--- src/rtl/output_rr_arbiter_pkg.sv ---
// Shared types and defaults for the output-port round-robin arbiter.
package output_arb_pkg;

    typedef enum logic [1:0] {
        S_IDLE          = 2'd0,
        S_XFER          = 2'd1,
        S_WAIT_LAST_ACK = 2'd2
    } arb_state_e;

    localparam int unsigned DEFAULT_NUMBER_CHANNELS = 5;
    localparam int unsigned DEFAULT_TIMEOUT_CYCLES  = 1024;

endpackage

--- src/rtl/output_rr_arbiter_rr_pick.sv ---
// Combinational rotate-priority picker: first set request searching upward
// from (ptr+1) mod N, wrapping. Returns one-hot winner and its index.
module rr_pick #(
    parameter int unsigned N  = 5,
    parameter int unsigned IW = 3
) (
    input  logic [N-1:0]  req,
    input  logic [IW-1:0] ptr,
    output logic [N-1:0]  win,
    output logic [IW-1:0] win_idx,
    output logic          any
);

    logic [IW-1:0] cand;

    always_comb begin
        win     = '0;
        win_idx = '0;
        any     = 1'b0;
        cand    = '0;
        for (int unsigned i = 1; i <= N; i++) begin
            cand = IW'((32'(ptr) + i) % N);
            if (!any && req[cand]) begin
                any       = 1'b1;
                win_idx   = cand;
                win[cand] = 1'b1;
            end
        end
    end

endmodule

--- src/rtl/output_rr_arbiter.sv ---
// Round-robin packet arbiter for one switch output; locks the winner until the
// eop/ack handshake. Define OUTPUT_ARB_TIMEOUT_EN to add the stall watchdog.
module output_rr_arbiter
    import output_arb_pkg::*;
#(
    parameter int unsigned NUMBER_CHANNELS = DEFAULT_NUMBER_CHANNELS,
    parameter int unsigned TIMEOUT_CYCLES  = DEFAULT_TIMEOUT_CYCLES
) (
    input  logic                       clk,
    input  logic                       rst,
    input  logic [NUMBER_CHANNELS-1:0] req_channel,
    input  logic                       ack,
    input  logic                       eop,
    output logic [NUMBER_CHANNELS-1:0] gnt_channel,
    output logic [NUMBER_CHANNELS-1:0] sel_channel,
    output logic                       idle,
    output logic                       timeout_err
);

    localparam int unsigned IW = (NUMBER_CHANNELS > 1) ? $clog2(NUMBER_CHANNELS) : 1;

    if (NUMBER_CHANNELS < 2) begin : g_bad_channels
        $error("NUMBER_CHANNELS must be at least 2");
    end
    if (TIMEOUT_CYCLES < 2) begin : g_bad_timeout
        $error("TIMEOUT_CYCLES must be at least 2");
    end

    arb_state_e                 state_q, state_d;
    logic [IW-1:0]              ptr_q, ptr_d;
    logic [NUMBER_CHANNELS-1:0] gnt_q, gnt_d;
    logic [NUMBER_CHANNELS-1:0] sel_q, sel_d;
    logic [NUMBER_CHANNELS-1:0] win;
    logic [IW-1:0]              win_idx;
    logic                       any_req;

    rr_pick #(
        .N  (NUMBER_CHANNELS),
        .IW (IW)
    ) u_pick (
        .req     (req_channel),
        .ptr     (ptr_q),
        .win     (win),
        .win_idx (win_idx),
        .any     (any_req)
    );

`ifdef OUTPUT_ARB_TIMEOUT_EN
    localparam int unsigned CW = $clog2(TIMEOUT_CYCLES) + 1;
    logic [CW-1:0] cnt_q, cnt_d;
    logic          tmo_q, tmo_d;
`endif

    always_comb begin
        state_d = state_q;
        ptr_d   = ptr_q;
        gnt_d   = gnt_q;
        sel_d   = sel_q;
        unique case (state_q)
            S_IDLE: begin
                if (any_req) begin
                    state_d = S_XFER;
                    gnt_d   = win;
                    sel_d   = win;
                    ptr_d   = win_idx;
                end
            end
            S_XFER: begin
                if (eop && ack) begin
                    state_d = S_IDLE;
                    gnt_d   = '0;
                    sel_d   = '0;
                end else if (eop) begin
                    // sel stays so the pending last beat remains routed
                    state_d = S_WAIT_LAST_ACK;
                    gnt_d   = '0;
                end
            end
            S_WAIT_LAST_ACK: begin
                if (ack) begin
                    state_d = S_IDLE;
                    gnt_d   = '0;
                    sel_d   = '0;
                end
            end
            default: begin
                state_d = S_IDLE;
                gnt_d   = '0;
                sel_d   = '0;
            end
        endcase

`ifdef OUTPUT_ARB_TIMEOUT_EN
        cnt_d = cnt_q;
        tmo_d = 1'b0;
        if (state_q == S_IDLE || ack) begin
            cnt_d = '0;
        end else if (cnt_q == CW'(TIMEOUT_CYCLES - 1)) begin
            // ptr keeps the offender so it drops to lowest priority
            state_d = S_IDLE;
            gnt_d   = '0;
            sel_d   = '0;
            tmo_d   = 1'b1;
            cnt_d   = '0;
        end else begin
            cnt_d = cnt_q + 1'b1;
        end
`endif
    end

    always_ff @(posedge clk or posedge rst) begin
        if (rst) begin
            state_q <= S_IDLE;
            ptr_q   <= IW'(NUMBER_CHANNELS - 1);
            gnt_q   <= '0;
            sel_q   <= '0;
        end else begin
            state_q <= state_d;
            ptr_q   <= ptr_d;
            gnt_q   <= gnt_d;
            sel_q   <= sel_d;
        end
    end

`ifdef OUTPUT_ARB_TIMEOUT_EN
    always_ff @(posedge clk or posedge rst) begin
        if (rst) begin
            cnt_q <= '0;
            tmo_q <= 1'b0;
        end else begin
            cnt_q <= cnt_d;
            tmo_q <= tmo_d;
        end
    end

    assign timeout_err = tmo_q;
`else
    assign timeout_err = 1'b0;
`endif

    assign gnt_channel = gnt_q;
    assign sel_channel = sel_q;
    assign idle        = (state_q == S_IDLE);

endmodule

--- config.mk ---
export PLATFORM = sky130hd
export DESIGN_NAME = output_rr_arbiter
export DESIGN_NICKNAME = d
export VERILOG_FILES = /design/src/rtl/output_rr_arbiter_pkg.sv /design/src/rtl/output_rr_arbiter_rr_pick.sv /design/src/rtl/output_rr_arbiter.sv
export SDC_FILE = /design/constraint.sdc
export NUM_CORES = 1
export LEC_CHECK = 0
export ABC_CLOCK_PERIOD_IN_PS = 4530
export CORE_MARGIN = 2
export CORE_UTILIZATION = 28
export CTS_CLUSTER_DIAMETER = 80
export DETAILED_ROUTE_END_ITERATION = 16
export PLACE_DENSITY = 0.57
export SETUP_SLACK_MARGIN = 0.3
export SYNTH_ARGS = -nofsm -noshare
export SYNTH_HDL_FRONTEND = slang
export SYNTH_SLANG_ARGS = --single-unit
--- constraint.sdc ---
create_clock -name clk -period 4.53 [get_ports clk]
set_input_delay 0.906 -clock clk [delete_from_list [all_inputs] [get_ports clk]]
set_output_delay 0.906 -clock clk [all_outputs]
set_load 0.02 [all_outputs]
==> results of run 1 <==
==> area by class of cell <==
class / instances / share of cell area [%]
multi-input cells: 319 / 69.1
repair buffers: 49 / 11.7
flip-flops and latches: 15 / 10.8
well taps: 133 / 4.69
inverters: 22 / 2.40
clock buffers: 3 / 1.16
clock inverters: 1 / 0.141
==> through the flow <==
| stage | instance area (sq um) | setup WS [ns] |
|---|---|---|
| floorplan | 2920 | 0.302 |
| global placement | 3270 | 0.0628 |
| detailed placement | 3270 | 0.0422 |
| CTS | 3370 | 0.319 |
| global route | 3540 | 0.280 |
| finish | 3540 | 0.511 |
==> timing repair <==
action                                  4_1_cts  5_1_grt
gates resized for setup                       8       17
pin swaps                                     2       10
endpoints found under the setup margin       13       14
cloned                                        0        0
buffers inserted                              1       13
==> synthesized netlist by cell type, types with 4 or more instances <==
library cell	instances
nor2_1	38
nand2_1	28
a21oi_1	24
ha_1	22
nand3_1	22
o21ai_0	20
inv_1	19
dfrtp_1	14
mux2i_1	12
nor3_1	10
xnor2_1	10
a21o_1	8
nand2b_1	8
nor2b_1	8
clkbuf_1	7
o211ai_1	6
buf_2	5
a211oi_1	4
a31oi_1	4
a32o_1	4
nand4_1	4
==> cells by family (layout without fill, tap and decap cells) <==
family | Yosys count | in the layout | share of synthesized area (%)
simple gates | 149 | 149 | 27.8
fa+ha+maj | 22 | 22 | 9.86
xor+xnor | 12 | 12 | 4.03
buf+inv | 39 | 75 | 6.27
mux | 17 | 17 | 6.32
flops | 15 | 15 | 13.5
compound gates | 118 | 118 | 32.0
other cells | 1 | 1 | 0.134
==> routing by layer <==
metal	track usage, %	routed length [um]	vias to the layer above
met1	21.5	4150	1487
met4	5.31	133	0
met5	0	0	-
met3	1.45	308	12
li1	-	-	1473
met2	25.8	4070	87
==> how the worst min path moves through the flow <==
| stage | startpoint | to | slack (ns) | depth (start not counted) |
|---|---|---|---|---|
| after floorplan | state_q[1] | state_q[0] | 0.49 | 1 |
| after global placement | sel_channel[4] | sel_channel[4] | 0.47 | 1 |
| after detailed placement | sel_channel[4] | sel_channel[4] | 0.47 | 1 |
| after CTS | sel_channel[4] | sel_channel[4] | 0.48 | 1 |
| after global routing | sel_channel[1] | sel_channel[1] | 0.50 | 1 |
| final | sel_channel[4] | sel_channel[4] | 0.48 | 1 |
==> registers in the layout, summed over array words and instances, names as in the netlist <==
signal and flops:
gnt_channel 5, ptr_q 3, sel_channel 5, state_q 2
==> worst max-delay path: stages (launching register included) <==
cell,delay [ns]
dfrtp_2,0.47
inv_4,0.12
ha_4,0.20
xnor2_4,0.10
inv_2,0.09
ha_2,0.16
inv_1,0.03
ha_1,0.29
and4bb_2,0.27
a2111oi_4,0.38
a41oi_2,0.11
nand2_2,0.15
mux2_4,0.31
o211a_1,0.27
or3_4,0.44
o21ai_4,0.22
a21oi_1,0.11
a21o_1,0.17
==> run_results.csv, run 1 <==
group,metric,value,unit
yosys,synth_largest_area_cell,"dfrtp_1",
detailed_routing,vias,3059,
floorplan,ios,21,
layout,fillCellCount,1036,
floorplan,core_region_area,0.00973,sq mm
layout,final_cells,542,
layout,post-route-util,36.4,%
worst_setup_path,regToRegSetupSlack,0.51,ns
detailed_routing,drc_errors,0,
floorplan,rows,36,
place,place.gp.congestion,0.904,
yosys,yosysWarningCount,0,
detailed_routing,drt_pass1_iterations,5,
sta,finalCritPeriodShare,88.7,%
sta,relSlewSlack,40.0,%
detailed_routing,vias_per_cell,5.64,
place,port_buffers,19,
sta,tightest_slew,0.888,ns
floorplan,initial_core_util,28.7,%
clock_tree,cts_root_buf,"clkbuf_8",
layout,seqCellArea,383,sq um
floorplan,dieHeight,104,um
place,place_inst,524,
layout,area_growth_syn_to_layout,27.0,%
detailed_routing,drtIter0Drc,232,
layout,drive_above_1_share,22.5,%
sta,final-setup-viol-count,0,
layout,final_common_cell,"nor2_1",
worst_setup_path,r2r-end,"sel_channel[4]",
clock_tree,hold_buffers,0,
floorplan,fp.dieW,104,um
detailed_routing,wl,8.66,mm
global_routing,grt_max_degree,28,
run_status,status,"completed",
layout,multi_input_area,0.00245,sq mm
sta,hold_viol_final,0,
worst_setup_path,crit_path_start,"ptr_q[1]",
place,dp.final_hpwl,6.49,mm
sta,clock.fmax,249,MHz
global_routing,gr-total-overflow,0,
sta,rsz0062_at_grt,"yes",
yosys,synth_flop_cell,"dfrtp_1",
worst_setup_path,crit_end,"sel_channel[4]",
worst_setup_path,cp.required,4.67,ns
layout,nNetsFinal,441,
yosys,ys_seq_area_share,13.5,%
worst_setup_path,rr_worst_depth,17,
worst_setup_path,cp_max_fo,7,
clock_tree,path_clk_slew,0.07,ns
worst_setup_path,r2r-start,"ptr_q[1]",
yosys,synth.distinct_cells,82,
worst_setup_path,worstSetupPathType,"reg -> reg",
yosys,synth_edf_count,0,
yosys,synthArstFlopShare,100,%
worst_setup_path,arrival,4.16,ns
sta,final.setup.tns,0,ns
worst_setup_path,end_kind,"register",
sta,slew_violations,0,
yosys,netlist.area_leader.share,12.6,%
sta,min_period,4.02,ns
clock_tree,cts_buffer_depth,2,
layout,insertedDiodeCount,0,
sta,skew,0.00731,ns
yosys,synth_cells,373,
clock_tree,htreeDepth,1,
clock_tree,clk_latency,0.26,ns
worst_hold_path,hp-class,"reg -> reg",
clock_tree,cts_tree,"built",
layout,final_cell_mix,"nor2_1, buf_4, nand2_1",
yosys,syn_area,0.00279,sq mm
yosys,synth.net_count,404,
yosys,synthTopCellsByArea,"dfrtp_1, ha_1, nor2_1, a21oi_1, mux2i_1",
worst_setup_path,startpoint_type,"register",
yosys,synth_seq_cells,15,
global_routing,antenna_found_initial,0,
detailed_routing,detail_route.wl_per_cell,16.0,um
global_routing,grt_pass1_vias,2959,
global_routing,grt_use_total,15.7,%
clock_tree,cts_buffers,3,
global_routing,grt_pass1_wl,14.3,mm
yosys,avgSynthCellArea,7.48,sq um
sta,fin_hold_ws,0.481,ns
detailed_routing,antenna_left,0,
clock_tree,numClockSinks,15,
floorplan,die_area,0.0108,sq mm
run,drv_cap,0,
Power of run 1 is left out: the tool's default activity adds up to more than one toggle a clock period on the data nets, which glitch-free logic cannot reach.
==> run 2: changes to the inputs <==
- GPL_ROUTABILITY_DRIVEN: default -> 0
==> results of run 2 <==
Same layout as run 1: the final DEF is identical, and so are final timing and power.
Power of run 2 is left out for the same reason.
==> variant 1: new RTL, settings of run 2 <==
Add a define of `OUTPUT_ARB_TIMEOUT_EN`.
--- a/src/rtl/output_rr_arbiter.sv
+++ b/src/rtl/output_rr_arbiter.sv
@@ -1,5 +1,7 @@
 // Round-robin packet arbiter for one switch output; locks the winner until the
 // eop/ack handshake. Define OUTPUT_ARB_TIMEOUT_EN to add the stall watchdog.
+`define OUTPUT_ARB_TIMEOUT_EN
+
 module output_rr_arbiter
     import output_arb_pkg::*;
 #(
Formal check against the unedited RTL: no difference found for any inputs over 4 cycles, from zero or initial values and one cycle with rst high; that may be too few to reach the edited logic, so the function may still have changed.
==> variant 1 against run 2 <==
- cell area is 27% higher
- sequential cell count grew 12
- non-clock buffer count increased by 35
- area after synthesis is 12% higher
- global-route usage up 0.20 points
- worst setup slack worse by 200 ps
- critical path depth is 1 lower
- wire length grew 10%
Power is not shown: default switching activity piles up to over one toggle a cycle in this logic, so the estimate is an artifact.
==> variant 1: results (changes against run 2) <==
critical path arrival: 4440 ps (+280 ps)
Worst-Skew Late Latency: 280 ps (+20 ps)
initial antenna violation count: 0 (unchanged)
R2R depth: 16 (-1)
Buffers on Ports: 20 (+1)
CP max FO: 8 (+1)
FF-to-FF End: gnt_channel[2]
hold path depth: 1 (unchanged)
Setup Skew: 7.227 ps (-0.08763 ps)
vias per inst: 5.356 (-5.1%)
register area share after synthesis: 21.67% (+8.2 points)
gr usage total: 15.90% (+0.20 points)
clk buf depth: 2 (unchanged)
FFs w/ async S/R, synth: 100.0% (unchanged)
first-pass GRT wire length: 15440 µm (+7.6%)
WHS Endpoint: sel_channel[1]
status: finished clean
DR iter-0 viols: 279 (+20%)
clk root buf: clkbuf_8
RR Startpoint: ptr_q[2]
antenna cells: 0 (unchanged)
pin count of the biggest net entering global routing: 29 (+3.6%)
ranking of synthesized cells by area: dfrtp_1 21%, ha_1 11%, nor2_1 3.8%
Inserted Clock Buffers: 3 (unchanged)
Syn Inst Count: 375 (+0.54%)
placed insts: 546 (+4.2%)
Worst Hold Class: reg2reg
Synth Flop Type: dfrtp_1
Synthesized Nets: 413 (+2.2%)
via count: 3160 (+3.3%)
dpl hpwl: 6737 µm (+3.8%)
Distinct cells, synth: 83 (+1.2%)
WL final: 9536 µm (+10%)
relative slew slack: 32.92% (-7.1 points)
Startpoint Class: flop
fin nets: 489 (+11%)
Ys Warns: 0 (unchanged)
vias in the first global route: 3117 (+5.3%)
ratio of cells with drive above 1 in the final layout: 36.67% (+14 points)
largest reg by FF count: cnt_q
Synth top cells by count: 32 x nor2_1, 28 x ha_1, 28 x nand2_1
Pre-antenna DRT Iters: 4 (-1)
drc violations: 0 (unchanged)
WHS: 487.4 ps (+6.037 ps)
Clock transition at path regs: 100 ps (+30 ps)
fill count: 1076 (+3.9%)
Largest register FFs: 11
Final setup viols: 0 (unchanged)
hold path start: sel_channel[1]
Worst R2R Setup Slack: 310 ps (-200 ps)
variant 1: changes by cell type in the layout (fill, tap and decap cells not counted), sizes merged, moves of 5 or more:
cell    before  now
nand2b       8   13
o21ai       23   17
nand3       22   12
buf         30   64
nor2        38   32
dfrtp       14   26
nor2b        8    2
ha          22   28
variant 1: per-layer routing:
layer	vias up	track usage (%)	wire, µm
li1	1544	-	-
met2	60	26.28	4633
met3	14	1.719	290
met1	1542	21.43	4438
met4	0	5.696	173
met5	-	0	0
variant 1: cell type report:
| class | count | area share, % |
|---|---|---|
| clock buffers | 3 | 0.9179 |
| clock inverters | 1 | 0.1947 |
| inverters | 24 | 2.392 |
| multi-input cells | 311 | 61.75 |
| flip-flops and latches | 27 | 15.10 |
| well taps | 140 | 3.894 |
| repair buffers | 84 | 15.74 |
variant 1: how the worst max path moves through the flow:
stage	to	slack (ps)
floorplan	sel_channel[4]	40
global placement	sel_channel[2]	130
detailed placement	sel_channel[3]	70
CTS	gnt_channel[2]	320
global route	gnt_channel[3]	130
finish	gnt_channel[2]	310
variant 1: what timing repair did:
action / CTS / global route
endpoints found under the hold margin: 0 / 0
buffers inserted: 28 / 12
setup endpoints to repair: 14 / 14
resized for setup: 42 / 36
pin swaps: 19 / 26
variant 1: per-stage QoR:
step	area, µm²	setup slack, ps	utilization, %
4_1_cts	4230	315.1	39.02
2_1_floorplan	3294	35.93	-
3_3_place_gp	3747	134.1	34.57
3_5_place_dp	3747	72.55	34.57
5_1_grt	4498	134.7	41.49
6_report	4498	308.5	41.49
variant 1: cells by family (layout without fill, tap and decap cells):
family	count (synthesis)	count (layout)	share of synthesized area, %
adders and majority gates	29	29	11.86
buffers and inverters	37	112	5.208
and+or+nand+nor	145	145	25.36
xor gates and xnor gates	18	18	5.649
AOI/OAI and AO/OA	105	105	25.40
muxes	14	14	4.848
DFF	27	27	21.67
variant 1: worst max-delay path: stages, from the launching register on:
cell	delay, ps
dfstp_2	590
clkinvlp_4	160
ha_4	320
nor3_4	40
nand2b_4	140
xnor2_2	140
ha_2	180
fa_2	400
o21ai_4	170
mux2i_2	330
a211oi_2	90
a211o_1	310
buf_4	160
or4_4	450
o311a_4	350
a21oi_2	160
o22a_1	160
==> variant 2: new RTL, settings of run 2 <==
Made on the original files. Re-encode `arb_state_e` (3 states) as one-hot, 3 bits wide.
--- a/src/rtl/output_rr_arbiter_pkg.sv
+++ b/src/rtl/output_rr_arbiter_pkg.sv
@@ -1,10 +1,10 @@
 // Shared types and defaults for the output-port round-robin arbiter.
 package output_arb_pkg;
 
-    typedef enum logic [1:0] {
-        S_IDLE          = 2'd0,
-        S_XFER          = 2'd1,
-        S_WAIT_LAST_ACK = 2'd2
+    typedef enum logic [2:0] {
+        S_IDLE          = 3'b001,
+        S_XFER          = 3'b010,
+        S_WAIT_LAST_ACK = 3'b100
     } arb_state_e;
 
     localparam int unsigned DEFAULT_NUMBER_CHANNELS = 5;
Check against the original RTL: no difference found for any inputs over 4 cycles, from zero or initial values and one cycle with rst high; so few cycles prove little.
==> variant 2 against run 2 <==
- sequential share of layout area up 0.25 points
- cell area rose by 4.4%
- non-clock buffer count grew 9
- wire length down 3.7%
- area after synthesis shrank 0.58%
- synthesized cell count decreased by 6.2%
- sequential cell count grew 1
- worst setup slack worse by 110 ps
Power is not shown: default switching activity piles up to over one toggle a cycle in this logic, so the estimate is an artifact.
==> variant 2: results (changes against run 2) <==
status: finished clean
R2R depth: 19 (+2)
ranking of synthesized cells by area: dfrtp_1 13%, ha_1 11%, mux2i_1 4.3%
CP max stage cell: or4_4
GR Util met3: 1.385% (-0.063 points)
RR Startpoint: ptr_q[0]
xor-xnor portion of the synthesized cell area: 3.968% (-0.067 points)
Worst path max stage delay: 530 ps (+60 ps)
Pre-antenna DRT Iters: 4 (-1)
post-synthesis mux area share: 6.492% (+0.17 points)
placed insts: 506 (-3.4%)
Synthesized Nets: 383 (-5.2%)
DR iter-0 viols: 167 (-28%)
FF-to-FF End: gnt_channel[1]
critical path arrival: 4330 ps (+170 ps)
Synth top cells by count: 30 x nand2_1, 24 x ha_1, 22 x a21oi_1
Worst R2R Setup Slack: 400 ps (-110 ps)
ratio of cells with drive above 1 in the final layout: 28.86% (+6.4 points)
post-synthesis adder-cell area fraction: 10.82% (+0.96 points)
fill count: 976 (-5.8%)
Compound-Gate Fraction of Synth Area: 33.32% (+1.3 points)
vias in the first global route: 2704 (-8.6%)
grt met2 use: 27.34% (+1.5 points)
met2 WL post-DR: 4036 µm (-0.76%)
WL final: 8338 µm (-3.7%)
first-pass GRT wire length: 13590 µm (-5.3%)
via count: 2842 (-7.1%)
Syn Inst Count: 350 (-6.2%)
Worst-Margin Slew: 762.6 ps (-125.8 ps)
variant 2: cell types whose count changed after synthesis, sizes merged, moves of 4 or more:
cell,change
a211o,+5
a32oi,-4
nand3,-14
nor2,-18
o211ai,-4
o22ai,+4
or3b,+5
variant 2: repair_timing:
item                       CTS  global route
pin swaps                    7            13
gates cloned                 0             0
hold buffers                 0             0
setup endpoints to repair   14            15
resized for setup           13            21
setup buffers                9             9
hold endpoints to repair     0             0
variant 2: metrics by stage:
stage	setup WS [ps]	hold slack [ps]	instance area (µm²)
global route	246.5	502.7	3701
detailed placement	124.4	467.1	3326
floorplan	230.1	455.1	2925
finish	398.1	477.6	3701
CTS	312.6	482.4	3525
global placement	162.5	460.0	3326
variant 2: kinds of logic (layout without fill, tap and decap cells):
logic type,Yosys count,in the layout
multiplexers,17,17
buffers and inverters,41,86
flip-flops,16,16
adder cells (fa/ha/maj),24,24
other,1,1
AO/OA/AOI/OAI,122,122
XOR/XNOR,10,10
AND/OR/NAND/NOR,119,119
variant 2: how the worst max path moves through the flow:
stage,start,to,depth (start not counted)
2_1_floorplan,ptr_q[0],sel_channel[1],21
3_3_place_gp,ptr_q[1],ptr_q[2],19
3_5_place_dp,ptr_q[0],gnt_channel[1],19
4_1_cts,ptr_q[0],gnt_channel[1],19
5_1_grt,ptr_q[0],gnt_channel[3],20
6_report,ptr_q[0],gnt_channel[1],19
variant 2: cell type report:
type	count	area [µm²]	area share, %
multi-input combinational	293	2480	67.00
timing repair buffer	58	483.0	13.05
sequential	16	409.1	11.05
tap	133	166.4	4.496
inverter	24	107.6	2.907
clock buffer	4	55.05	1.487
